===== src/rtl/star_pkg.sv =====
// Shared types and default constants for the star power-up block.
package star_pkg;

  typedef enum logic [1:0] {
    IDLE  = 2'd0,
    POWER = 2'd1,
    BLINK = 2'd2
  } star_state_e;

  localparam int NUM_STARS    = 4;
  localparam int POWER_FRAMES = 600;
  localparam int BLINK_FRAMES = 120;
  localparam int MAX_COUNT    = 99;

  // Packs {tens, ones} for a 0..99 binary value.
  function automatic logic [7:0] to_bcd(input logic [6:0] v);
    logic [3:0] tens;
    logic [3:0] ones;
    tens   = 4'(v / 7'd10);
    ones   = 4'(v % 7'd10);
    to_bcd = {tens, ones};
  endfunction

endpackage


===== src/rtl/star_power_bcd_sat_counter.sv =====
// Saturating star counter that registers binary and BCD forms together,
// so the HUD digits never lag the binary count.
module bcd_sat_counter
  import star_pkg::*;
#(
  parameter int MAX_COUNT = star_pkg::MAX_COUNT
) (
  input  logic       sys_clk,
  input  logic       RST,
  input  logic       hold,
  input  logic [7:0] hits,
  output logic [6:0] count,
  output logic [3:0] tens,
  output logic [3:0] ones
);

  logic [6:0] count_q, count_d;
  logic [7:0] bcd_q, bcd_d;
  logic [7:0] sum;

  always_comb begin
    sum     = {1'b0, count_q} + hits;
    count_d = count_q;
    if (!hold) begin
      if (sum > 8'(MAX_COUNT)) count_d = 7'(MAX_COUNT);
      else                     count_d = sum[6:0];
    end
    bcd_d = to_bcd(count_d);
  end

  always_ff @(posedge sys_clk) begin
    if (RST) begin
      count_q <= '0;
      bcd_q   <= '0;
    end else begin
      count_q <= count_d;
      bcd_q   <= bcd_d;
    end
  end

  assign count = count_q;
  assign tens  = bcd_q[7:4];
  assign ones  = bcd_q[3:0];

endmodule


===== src/rtl/star_power.sv =====
// Star pickup counter plus invincibility timer with a blinking warning phase.
module star_power
  import star_pkg::*;
#(
  parameter int NUM_STARS    = star_pkg::NUM_STARS,
  parameter int POWER_FRAMES = star_pkg::POWER_FRAMES,
  parameter int BLINK_FRAMES = star_pkg::BLINK_FRAMES,
  parameter int MAX_COUNT    = star_pkg::MAX_COUNT
) (
  input  logic                 sys_clk,
  input  logic                 RST,
  input  logic                 frame_tick,
  input  logic [NUM_STARS-1:0] touch_star,
  input  logic                 game_over,
  output logic [6:0]           star_count,
  output logic [3:0]           star_tens,
  output logic [3:0]           star_ones,
  output logic                 invincible,
  output logic                 char_visible,
  output logic                 power_start,
  output star_state_e          dbg_state,
  output logic [9:0]           dbg_frames_left
);

  star_state_e state_q, state_d;
  logic [9:0]  frames_left_q, frames_left_d;
  logic [9:0]  frames_dec;
  logic [7:0]  hits;
  logic        reload;
  logic        invincible_q, invincible_d;
  logic        char_visible_q, char_visible_d;
  logic        power_start_q, power_start_d;

  // game_over masks collisions entirely, so it also blocks reloads.
  always_comb begin
    hits = '0;
    if (!game_over) begin
      for (int i = 0; i < NUM_STARS; i++) hits = hits + 8'(touch_star[i]);
    end
  end

  assign reload     = (hits != 8'd0);
  assign frames_dec = frames_left_q - 10'd1;

  always_ff @(posedge sys_clk) begin
    if (RST) begin
      state_q        <= IDLE;
      frames_left_q  <= '0;
      invincible_q   <= 1'b0;
      char_visible_q <= 1'b1;
      power_start_q  <= 1'b0;
    end else begin
      state_q        <= state_d;
      frames_left_q  <= frames_left_d;
      invincible_q   <= invincible_d;
      char_visible_q <= char_visible_d;
      power_start_q  <= power_start_d;
    end
  end

  // Reload takes precedence over a same-cycle frame tick.
  always_comb begin
    state_d       = state_q;
    frames_left_d = frames_left_q;
    if (game_over) begin
      state_d       = IDLE;
      frames_left_d = '0;
    end else if (reload) begin
      state_d       = POWER;
      frames_left_d = 10'(POWER_FRAMES);
    end else begin
      case (state_q)
        POWER: if (frame_tick) begin
          frames_left_d = frames_dec;
          if (frames_dec == 10'(BLINK_FRAMES)) state_d = BLINK;
        end
        BLINK: if (frame_tick) begin
          frames_left_d = frames_dec;
          if (frames_dec == 10'd0) state_d = IDLE;
        end
        default: begin
          state_d       = IDLE;
          frames_left_d = '0;
        end
      endcase
    end
  end

  // Outputs are computed from the next state so they land in the same edge.
  always_comb begin
    invincible_d   = (state_d != IDLE);
    char_visible_d = (state_d == BLINK) ? frames_left_d[3] : 1'b1;
    power_start_d  = reload;
  end

  bcd_sat_counter #(
    .MAX_COUNT(MAX_COUNT)
  ) u_counter (
    .sys_clk(sys_clk),
    .RST    (RST),
    .hold   (game_over),
    .hits   (hits),
    .count  (star_count),
    .tens   (star_tens),
    .ones   (star_ones)
  );

  assign invincible      = invincible_q;
  assign char_visible    = char_visible_q;
  assign power_start     = power_start_q;
  assign dbg_state       = state_q;
  assign dbg_frames_left = frames_left_q;

endmodule


===== config.mk =====
export PLATFORM = sky130hd
export DESIGN_NAME = star_power
export DESIGN_NICKNAME = d
export VERILOG_FILES = /design/src/rtl/star_pkg.sv /design/src/rtl/star_power_bcd_sat_counter.sv /design/src/rtl/star_power.sv
export SDC_FILE = /design/constraint.sdc
export NUM_CORES = 1
export LEC_CHECK = 0
export CAP_MARGIN = 40
export CELL_PAD_IN_SITES_DETAIL_PLACEMENT = 0
export CELL_PAD_IN_SITES_GLOBAL_PLACEMENT = 1
export CORE_MARGIN = 4
export CORE_UTILIZATION = 43
export DETAILED_ROUTE_END_ITERATION = 10
export GPL_ROUTABILITY_DRIVEN = 0
export PLACE_DENSITY = 0.87
export SKIP_LAST_GASP = 1
export SYNTH_ARGS = -nofsm -noshare
export SYNTH_HDL_FRONTEND = slang
export SYNTH_SLANG_ARGS = --single-unit

===== constraint.sdc =====
create_clock -name sys_clk -period 16.5 [get_ports sys_clk]
set_input_delay 2.475 -clock sys_clk [delete_from_list [all_inputs] [get_ports sys_clk]]
set_output_delay 2.475 -clock sys_clk [all_outputs]
set_load 0.05 [all_outputs]

-- Word level (Yosys, flattened, before mapping)
Cells that the tools add are included.
- bitwise gates (word level): 2
- eq/ne operators: 5
- order comparisons: 1
- add/sub/neg operators: 5
- reductions and logical operators: 7
- div/mod/pow operators: 2
- multiplexer cells: 14
- operators with widths (operator ; count):
    $mux W10 ; 3
    $mux W7 ; 2
    $mux W2 ; 6
    $eq A10 B7 Y1 const B ; 1
    $logic_not A10 Y1 ; 1
    $sub A10 B1 Y10 const B ; 1
    $add A7 B4 Y8 ; 1
    $gt A8 B7 Y1 const B ; 1
    $mux W4 ; 2
    $reduce_bool A8 Y1 ; 1
    $div A7 B4 Y7 const B ; 1
    $mod A7 B4 Y7 const B ; 1
    $reduce_or A2 Y1 ; 3
    $add A3 B1 Y4 ; 1
    $eq A2 B2 Y1 const B ; 2
    $pmux W2 S2 ; 1
    $reduce_or A4 Y1 ; 1
    $add A2 B1 Y3 ; 1
    $ne A3 B1 Y1 const B ; 1
    $add A1 B1 Y2 ; 1
    $eq A2 B1 Y1 const B ; 1
    $not A1 Y1 ; 2
    $reduce_bool A2 Y1 ; 1
- logic and storage cells: 45
- output and inout bits: 30
- register bits: 30
- input bits: 8

-- Logic depth before layout (Yosys ltp)
Gate-level depths: netlist of run 1.
- word-level depth: 10
- mapped depth: 24
- mapped depth without buffers: 22

-- Hierarchy
From an unflattened synthesis of run 1, not the netlist that was laid out.
- cell total of the unflattened synthesis: 263
- area, all modules: 2235.9 µm²
- by module, submodules not included (module ; cells an instance ; sequential area each (µm²) ; area each (µm²) ; instances):
    bcd_sat_counter ; 162 ; 280.3 ; 1353.8 ; 1
    star_power ; 101 ; 300.3 ; 882.1 ; 1

-- Worst setup path before layout of run 1
No wires, ideal clock.
- kind: input to register
- start point: in touch_star[0]
- end point: reg u_counter.bcd_q[1]
- required time: 16.379 ns
- arrival: 7.650 ns
- setup slack: 8.728 ns
- cell stages on the path: 23
- library setup time: 0.121 ns
- buffers on the path: 1
- cell sequence: fa_1 > ha_1 > nor2b_1 > ha_1 > fa_1 > a211oi_1 > o2111a_2 > a211oi_4 > o41a_4 > nor2_8 > nor2_1 > a21oi_1 > o221a_2 > ha_1 > clkbuf_1 > a21boi_0 > o211ai_1 > o21ai_0 > o22ai_1 > a22o_1 > a31o_1 > nand3_2 > mux2_4
- cells in the longest elaborated chain, start to end: 9
- RTL lines (item ; line ; text):
    start, declared ; star_power.sv:13 ; input logic [NUM_STARS-1:0] touch_star,
    $add A1 B1 Y2 * ; star_power.sv:38 ; for (int i = 0; i < NUM_STARS; i++) hits = hits + 8'(touch_star[i]);
    $add A2 B1 Y3 * ; star_power.sv:38 ;
    $add A3 B1 Y4 * ; star_power.sv:38 ;
    $mux W4 * ; star_power.sv:37 ; if (!game_over) begin
    $add A7 B4 Y8 * ; star_power_bcd_sat_counter.sv:22 ; sum = {1'b0, count_q} + hits;
    $gt A8 B7 Y1 ; star_power_bcd_sat_counter.sv:25 ; if (sum > 8'(MAX_COUNT)) count_d = 7'(MAX_COUNT);
    $mux W7 * ; star_power_bcd_sat_counter.sv:25 ;
    $mux W7 * ; star_power_bcd_sat_counter.sv:24 ; if (!hold) begin
    $mod A7 B4 Y7 * ; star_pkg.sv:20 ; ones = 4'(v % 7'd10);
    end signal, assigned ; star_power_bcd_sat_counter.sv:34 ; bcd_q <= '0;
    end signal, assigned ; star_power_bcd_sat_counter.sv:37 ; bcd_q <= bcd_d;
    end, declared ; star_power_bcd_sat_counter.sv:18 ; logic [7:0] bcd_q, bcd_d;
Every way passes the cells marked *; elsewhere a longest branch is shown, timed or not.
A chain may end at the register's enable or synchronous reset.

-- Final worst setup path of run 1
Same ends and word-level chain as after synthesis.

==> flow_metrics.tcl, run 1 <==
set metrics [dict create \
    ir_worst_vdd_v 0.0000365 \
    wl_met2_um 2200 \
    dieArea_um2 6520 \
    worst_pin_slew_ns 0.745 \
    hold_viol_final 0 \
    layout-drive-gt1-share_pct 13.7 \
    hp-class "reg -> reg" \
    io_pins 38 \
    final_cell_mix "clkdlybuf4s50_1, nor2_1, dfxtp_1" \
    fin_area_um2 2720 \
    cts_setup_buffers 0 \
    cts.sinks 29 \
    worstSetupEndpointType "register" \
    start_kind "input pin" \
    ys_types 79 \
    total_power_uw 201 \
    die_y_um 80.8 \
    synth_top_area_share_pct 25.5 \
    power_density_nw_per_um2 74.1 \
    cts_buffer_depth 2 \
    synthTopCellsByArea "dfxtp_1, ha_1, nor2_1" \
    final_common_cell "clkdlybuf4s50_1" \
    syn_avg_cell_area_um2 8.65 \
    tns_ns 0 \
    clock.fmax_mhz 120 \
    grt_usage_pct 17.6 \
    antenna_left 0 \
    fin_worst_skew_ns 0.0140 \
    cp.required_ns 16.69 \
    drt_iter0_markers 169 \
    r2r-end "u_counter.bcd_q[1]" \
    cpMostUsedCell "ha_1" \
    synth_edf_count 0 \
    max_stage_delay_ns 0.55 \
    synth_ff_type "dfxtp_1" \
    syn_area_um2 2280 \
    top_layer_used "met4" \
    leakagePower_nw 0.991 \
    fin_crit_ns 8.35 \
    outcome "finished, final reports clean" \
    yosys.area.top_type "dfxtp_1" \
    dp_hpwl_um 3920 \
    cp_max_fo 10 \
    grt_remaining_overflow 0 \
    start_util_pct 44.6 \
    drv.max_cap_violation_count 0 \
    firstDrtPassIters 5 \
    coreArea_um2 5110 \
    ys_ff_latch 29 \
    cts_tree "built" \
    via_per_inst 5.57 \
    clk_latency_ns 0.29 \
    ys_warn_count 0 \
    htree_levels 2 \
    crit_arrival_ns 8.53 \
    worstRegToRegCells 19 \
    syn_inst 263 \
    wl_met3_um 264 \
    rsz0062_at_grt "no" \
    ys_seq_area_share_pct 25.5 \
    diodes 0 \
    grt_max_degree 22 \
    wire_per_inst_um 14.5 \
    antenna_found_initial 0 \
    drc 0 \
    finalCritPeriodShare_pct 50.6 \
    portBuffers 37 \
    nNetsFinal 310 \
    final_core_util_pct 53.2 \
    path_clk_slew_ns 0.07 \
    whs_ns 0.534 \
    r2r_slack_ns 11.37 \
    cp-endpoint "u_counter.bcd_q[1]" \
    wl_met1_um 2670 \
    synthArstFlopShare_pct 0 \
    placed_area_um2 2630 \
    path_cells "clkdlybuf4s50_1 -> fa_1 -> ha_1 -> nor2b_1 -> ha_1 -> fa_1 -> a211oi_1 -> o2111a_2 -> a211oi_4 -> o41a_4 -> nor2_8 -> nor2_1 -> a21oi_1 -> o221a_2 -> ha_1 -> a21boi_0 -> o211ai_1 -> o21ai_0 -> o22ai_1 -> a22o_1 -> a31o_1 -> nand3_2 -> mux2_4" \
    reg2reg_from "u_counter.bcd_q[0]" \
    relSlewSlack_pct 50.2 \
    vias 2012 \
    numCtsBuffers 5 \
    route.final.wire_length_um 5240 \
    setup_viol 0 \
    area_delta_synth_final_pct 19.3 \
    rows 26 \
    grt_pass1_vias 1890 \
    critPathLaunch "touch_star[0]" \
    path_class "in -> reg" \
    clockRootBuffer "clkbuf_8" \
    slowest_stage "fa_1" \
    grt_pass1_wl_um 9020 \
    syn_nets 283 \
    hold_buffers 0 \
    die_w_um 80.8 \
    maxSlewViolCount 0 \
    cts_resized 0 \
]
[registers in the layout, summed over array words and instances, names as in the netlist]
name	count
dbg_frames_left	10
u_counter.bcd_q	8
u_counter.count	6
dbg_state	2
char_visible	1
invincible	1
power_start	1
[critical path, delay by kind of cell]
family	cells	cell delay [ns]
AO/OA/AOI/OAI	12	2.85
adder cells (fa/ha/maj)	5	1.99
AND/OR/NAND/NOR	4	0.50
buffers and inverters	1	0.43
multiplexers	1	0.30
[cell usage after synthesis, types with 3 or more instances]
cell type / number
nor2_1: 31
inv_1: 10
a21oi_1: 11
nor2_2: 4
nor4_1: 4
a211oi_1: 3
clkbuf_1: 5
xnor2_1: 9
o21a_1: 3
o21ai_0: 8
mux2i_1: 3
xor2_1: 3
nand2_1: 20
ha_1: 10
o21ai_1: 4
a31oi_1: 3
buf_6: 3
dfxtp_1: 29
nand4b_1: 3
buf_2: 6
nor3_1: 8
nand3_1: 7
nor2b_1: 7
[kinds of logic after synthesis]
logic type / Yosys count / share of synthesized area (%)
simple gates: 105 / 25.9
compound gates: 72 / 27.5
flops: 29 / 25.5
buf+inv: 27 / 6.10
xor+xnor: 13 / 5.33
fa+ha+maj: 13 / 7.70
mux: 4 / 1.98
[area by class of cell]
cell class / count / area, µm²
Sequential cell: 29 / 581
Multi-Input combinational cell: 207 / 1560
Clock buffer: 6 / 72.6
Inverter: 10 / 37.5
Fill cell: 508 / 2390
Clock inverter: 2 / 10.0
Timing Repair Buffer: 37 / 370
Tap cell: 70 / 87.6
[metal layers]
metal	global-route usage, %	vias to the layer above
li1	-	1003
met4	7.60	0
met1	25.4	946
met3	3.77	10
met5	0	-
met2	25.2	53
[report_power, final]
group / switching, mW / internal (mW) / leakage (nW)
logic: 0.0416 / 0.0257 / 0.710
clock network: 0.0273 / 0.0291 / 0.0450
registers: 0.00400 / 0.0734 / 0.236
total: 0.0730 / 0.128 / 0.991
[how the worst min path moves through the flow]
| stage | end | cells past startpoint | from | slack [ns] |
|---|---|---|---|---|
| after floorplan | dbg_frames_left[1] | 2 | dbg_frames_left[1] | 0.72 |
| after global placement | dbg_frames_left[1] | 2 | dbg_frames_left[1] | 0.51 |
| after detailed placement | dbg_frames_left[1] | 2 | dbg_frames_left[1] | 0.52 |
| after CTS | dbg_frames_left[1] | 2 | dbg_frames_left[1] | 0.53 |
| after global routing | dbg_frames_left[1] | 2 | dbg_frames_left[1] | 0.62 |
| final | dbg_frames_left[1] | 2 | dbg_frames_left[1] | 0.53 |
[metrics by stage]
| step | cells | setup slack [ns] |
|---|---|---|
| floorplan | 263 | 8.73 |
| detailed placement | 353 | 7.86 |
| global placement | 353 | 8.05 |
| finish | 361 | 8.15 |
| global route | 361 | 7.79 |
| CTS | 361 | 8.16 |
Power figures use the tool's default switching activity.
==> run 2, diff against run 1 <==
CORE_UTILIZATION = 40   (was 43)
PLACE_DENSITY = 0.82   (was 0.87)
clock period = 8.05 ns   (was 16.5 ns; I/O delays follow)
==> run 2 against run 1 <==
Final cell count rose by 0.28%; critical path type unchanged; highest routed layer unchanged; clock skew fell by 0.0042 ns; total power rose by 100%; largest power group unchanged.
==> flow_metrics.tcl, run 2 (synthesis gave the netlist of run 1 again) <==
set metrics [dict create \
    outcome "finished, final reports clean" \
    cts_setup_buffers 0 \
    drc 0 \
    hp-class "reg -> reg" \
    die_y_um 83.4 \
    drt_iter0_markers 209 \
    cp.required_ns 8.23 \
    finalCritPeriodShare_pct 88.4 \
    p_sw_uw 149 \
    antenna_found_initial 0 \
    rsz0062_at_grt "no" \
    hold_path.startpoint "dbg_frames_left[1]" \
    rows 27 \
    worst_pin_slew_ns 0.748 \
    numCtsBuffers 5 \
    leakagePower_nw 0.991 \
    diodes 0 \
    path_class "in -> reg" \
    grt_pass1_wl_um 9040 \
    p_comb_share_pct 33.9 \
    antenna_left 0 \
    relSlewSlack_pct 50.0 \
    clock_power_share_pct 27.3 \
    grt_usage_pct 15.9 \
    grt_max_degree 22 \
    dp_hpwl_um 4070 \
    grt_remaining_overflow 0 \
    whs_ns 0.521 \
    cts_buffer_depth 2 \
    grt_pass1_vias 1826 \
    clockRootBuffer "clkbuf_8" \
    power_density_nw_per_um2 151 \
    hold_buffers 0 \
    start_kind "input pin" \
    cts_tree "built" \
    clk_latency_ns 0.28 \
    setup_viol 0 \
    fin_worst_skew_ns 0.00975 \
    fin_crit_ns 7.11 \
    portBuffers 37 \
    tns_ns 0 \
    path_clk_slew_ns 0.07 \
    wire_per_inst_um 15.1 \
    maxSlewViolCount 0 \
    firstDrtPassIters 4 \
    reg2reg_from "u_counter.bcd_q[0]" \
    start_util_pct 41.3 \
    hold_viol_final 0 \
    coreArea_um2 5510 \
    clock.fmax_mhz 141 \
    die_w_um 83.4 \
    vias 2022 \
    total_power_uw 409 \
    io_pins 38 \
    dieArea_um2 6960 \
    cp_max_fo 10 \
    final_cell_mix "clkdlybuf4s50_1, nor2_1, dfxtp_1" \
    layout-drive-gt1-share_pct 13.8 \
    worstSetupEndpointType "register" \
    via_per_inst 5.59 \
    route.final.wire_length_um 5470 \
    crit_arrival_ns 7.29 \
    final_common_cell "clkdlybuf4s50_1" \
    p_seq_share_pct 38.8 \
    area_delta_synth_final_pct 19.4 \
    drv.max_cap_violation_count 0 \
    critPathLaunch "touch_star[0]" \
    cts_resized 0 \
    p_sw_share_pct 36.4 \
    largest_reg_flops 10 \
    htree_levels 2 \
    nNetsFinal 311 \
    ir_worst_vdd_v 0.0000853 \
    internal-power_uw 260 \
    cts.sinks 29 \
]
[run 2: cell count changes in the layout (fill, tap and decap cells not counted), sizes merged]
cell | before | now
buf | 0 | 1
clkbuf | 6 | 5
clkinv | 2 | 1
[run 2: power by group through the flow]
stage / combinational, mW / clock, mW / sequential [mW]
finish: 0.139 / 0.112 / 0.159
global route: 0.151 / 0.123 / 0.160
CTS: 0.139 / 0.115 / 0.159
detailed placement: 0.138 / 0 / 0.162
global placement: 0.137 / 0 / 0.162
floorplan: 0.0876 / 0 / 0.182
[run 2: layer usage]
metal	part of all wire [%]	GRT usage (%)	up-vias
met2	45	24.1	48
met1	49	22.0	949
met5	0	0	-
li1	-	-	1019
met3	5.4	4.17	6
met4	1.3	4.82	0
[run 2: layout make-up]
class / count / area, µm²
tap: 72 / 90.1
multi-input combinational: 207 / 1560
sequential: 29 / 581
fill: 528 / 2790
inverter: 10 / 37.5
clock inverter: 1 / 5.00
timing repair buffer: 38 / 378
clock buffer: 5 / 68.8
[run 2: worst max-delay path, stage by stage]
cell	delay, ns
clkdlybuf4s50_1	0.43
fa_1	0.55
ha_1	0.22
nor2b_1	0.14
ha_1	0.28
fa_1	0.52
a211oi_1	0.25
o2111a_2	0.31
a211oi_4	0.07
o41a_4	0.53
nor2_8	0.17
nor2_1	0.09
a21oi_1	0.13
o221a_2	0.22
ha_1	0.38
a21boi_0	0.31
o211ai_1	0.13
o21ai_0	0.33
o22ai_1	0.13
a22o_1	0.25
a31o_1	0.21
nand3_2	0.11
mux2_4	0.30
[run 2: final timing paths]
path	endpoint	slack, ns	depth (start not counted)
setup reg to reg	u_counter.bcd_q[1]	2.84	19
hold reg to reg	dbg_frames_left[1]	0.52	2
setup / recovery	u_counter.bcd_q[1]	0.94	23
hold / removal	dbg_frames_left[1]	0.52	2
[run 2: metrics by stage]
stage               util [%]  instance area, µm²  setup WS (ns)  instances
finish                  49.3                2720          0.938        362
global route            49.3                2720          0.642        362
CTS                     49.3                2720          0.989        362
detailed placement      48.0                2640          0.716        356
global placement        48.0                2640          0.900        356
floorplan                  -                2280           1.55        263
==> run 3, diff against run 2 <==
MAX_ROUTING_LAYER = met4   (was not set)
PLACE_DENSITY = not set   (was 0.82)
PLACE_DENSITY_LB_ADDON = 0.3   (was not set)
==> run 3 against run 2 <==
Combinational power about the same; hold slack improved by 0.014 ns; setup slack improved by 0.061 ns; die area unchanged; clock skew is 0.0016 ns lower; critical path depth is the same; via count is 0.45% lower.
==> flow_metrics.tcl, run 3 (synthesis gave the netlist of run 1 again) <==
set metrics [dict create \
    path_class "in -> reg" \
    relSlewSlack_pct 52.9 \
    clk_latency_ns 0.28 \
    outcome "finished, final reports clean" \
    tns_ns 0 \
    cts_setup_buffers 0 \
    die_w_um 83.4 \
    firstDrtPassIters 4 \
    setup_viol 0 \
    final_common_cell "clkdlybuf4s50_1" \
    hp-class "reg -> reg" \
    htree_levels 2 \
    route.final.wire_length_um 5440 \
    path_clk_slew_ns 0.07 \
    io_pins 38 \
    dieArea_um2 6960 \
    ir_worst_vdd_v 0.0000681 \
    use_met2_pct 21.8 \
    largest_reg_flops 10 \
    finalCritPeriodShare_pct 87.6 \
    rsz0062_at_grt "no" \
    leakagePower_nw 1.01 \
    wire_per_inst_um 15.0 \
    crit_arrival_ns 7.23 \
    coreArea_um2 5510 \
    cts.sinks 29 \
    grt_usage_pct 15.7 \
    whs_ns 0.535 \
    vias 2013 \
    portBuffers 37 \
    nNetsFinal 311 \
    dp_hpwl_um 4060 \
    numCtsBuffers 5 \
    layout-drive-gt1-share_pct 14.0 \
    via_per_inst 5.53 \
    fin_worst_skew_ns 0.00814 \
    fin_crit_ns 7.05 \
    start_kind "input pin" \
    area_delta_synth_final_pct 21.2 \
    cp_max_fo 10 \
    grt_remaining_overflow 0 \
    cp.required_ns 8.23 \
    drc 0 \
    grt_max_degree 22 \
    clockRootBuffer "clkbuf_8" \
    diodes 0 \
    clock.fmax_mhz 142 \
    grt-busiest-layer "met1" \
    use_met3_pct 4.07 \
    antenna_left 0 \
    worst_pin_slew_ns 0.706 \
    rows 27 \
    met1_usage_pct 22.3 \
    power_density_nw_per_um2 165 \
    hold_buffers 0 \
    grt_pass1_vias 1753 \
    hold_viol_final 0 \
    cts_buffer_depth 2 \
    drv.max_cap_violation_count 0 \
    start_util_pct 41.3 \
    drt_iter0_markers 131 \
    die_y_um 83.4 \
    final_cell_mix "clkdlybuf4s50_1, nor2_1, dfxtp_1" \
    maxSlewViolCount 0 \
    cts_tree "built" \
    antenna_found_initial 0 \
    worstSetupEndpointType "register" \
    grt_pass1_wl_um 8780 \
    cts_resized 0 \
]
==> run 3: cell types whose count changed in the layout (fill, tap and decap cells not counted), sizes merged <==
cell | previous run | this run
clkinv | 1 | 0
clkbuf | 5 | 7
bufinv | 0 | 1
==> run 3: routing by layer <==
layer  vias up  wire length (µm)
li1       1014                 -
met1       932              2830
met2        56              2290
met3        11               237
met4         0                84
met5         -                 0
==> run 3: path summary, 6_finish.rpt <==
path	cells after the start	startpoint	slack, ns	endpoint
worst min register to register	2	dbg_frames_left[1]	0.54	dbg_frames_left[1]
worst max register to register	19	u_counter.bcd_q[0]	2.91	u_counter.bcd_q[1]
worst min-delay path	2	dbg_frames_left[1]	0.54	dbg_frames_left[1]
worst max-delay path	23	touch_star[0]	1.0	u_counter.bcd_q[1]
==> run 3: where the power goes <==
group	switching [mW]	leakage [nW]	internal [mW]
Combinational	0.0863	0.715	0.0528
Clock	0.0566	0.0585	0.101
Sequential	0.00817	0.236	0.150
==> run 3: layout make-up <==
class	instances	area (µm²)
inverter	10	37.5
fill	536	2750
sequential	29	581
timing repair buffer	38	378
multi-input combinational	207	1560
clock inverter	1	30.0
clock buffer	7	86.3
tap	72	90.1
==> run 3: through the flow <==
stage	cell area (µm²)	power, mW	std cells	setup WS, ns	util [%]
after floorplan	2280	0.270	263	1.55	-
after global placement	2640	0.299	356	0.892	48.0
after detailed placement	2640	0.300	356	0.755	48.0
after CTS	2760	0.461	364	1.04	50.1
after global routing	2760	0.480	364	0.672	50.1
final	2760	0.455	364	0.999	50.1
==> run 3: worst max-delay path, stage by stage <==
cell             delay, ns
clkdlybuf4s50_1       0.43
fa_1                  0.55
ha_1                  0.22
nor2b_1               0.14
ha_1                  0.28
fa_1                  0.53
a211oi_1              0.27
o2111a_2              0.31
a211oi_4              0.07
o41a_4                0.53
nor2_8                0.17
nor2_1                0.09
a21oi_1               0.12
o221a_2               0.22
ha_1                  0.40
a21boi_0              0.32
o211ai_1              0.13
o21ai_0               0.27
o22ai_1               0.12
a22o_1                0.24
a31o_1                0.20
nand3_2               0.10
mux2_4                0.30
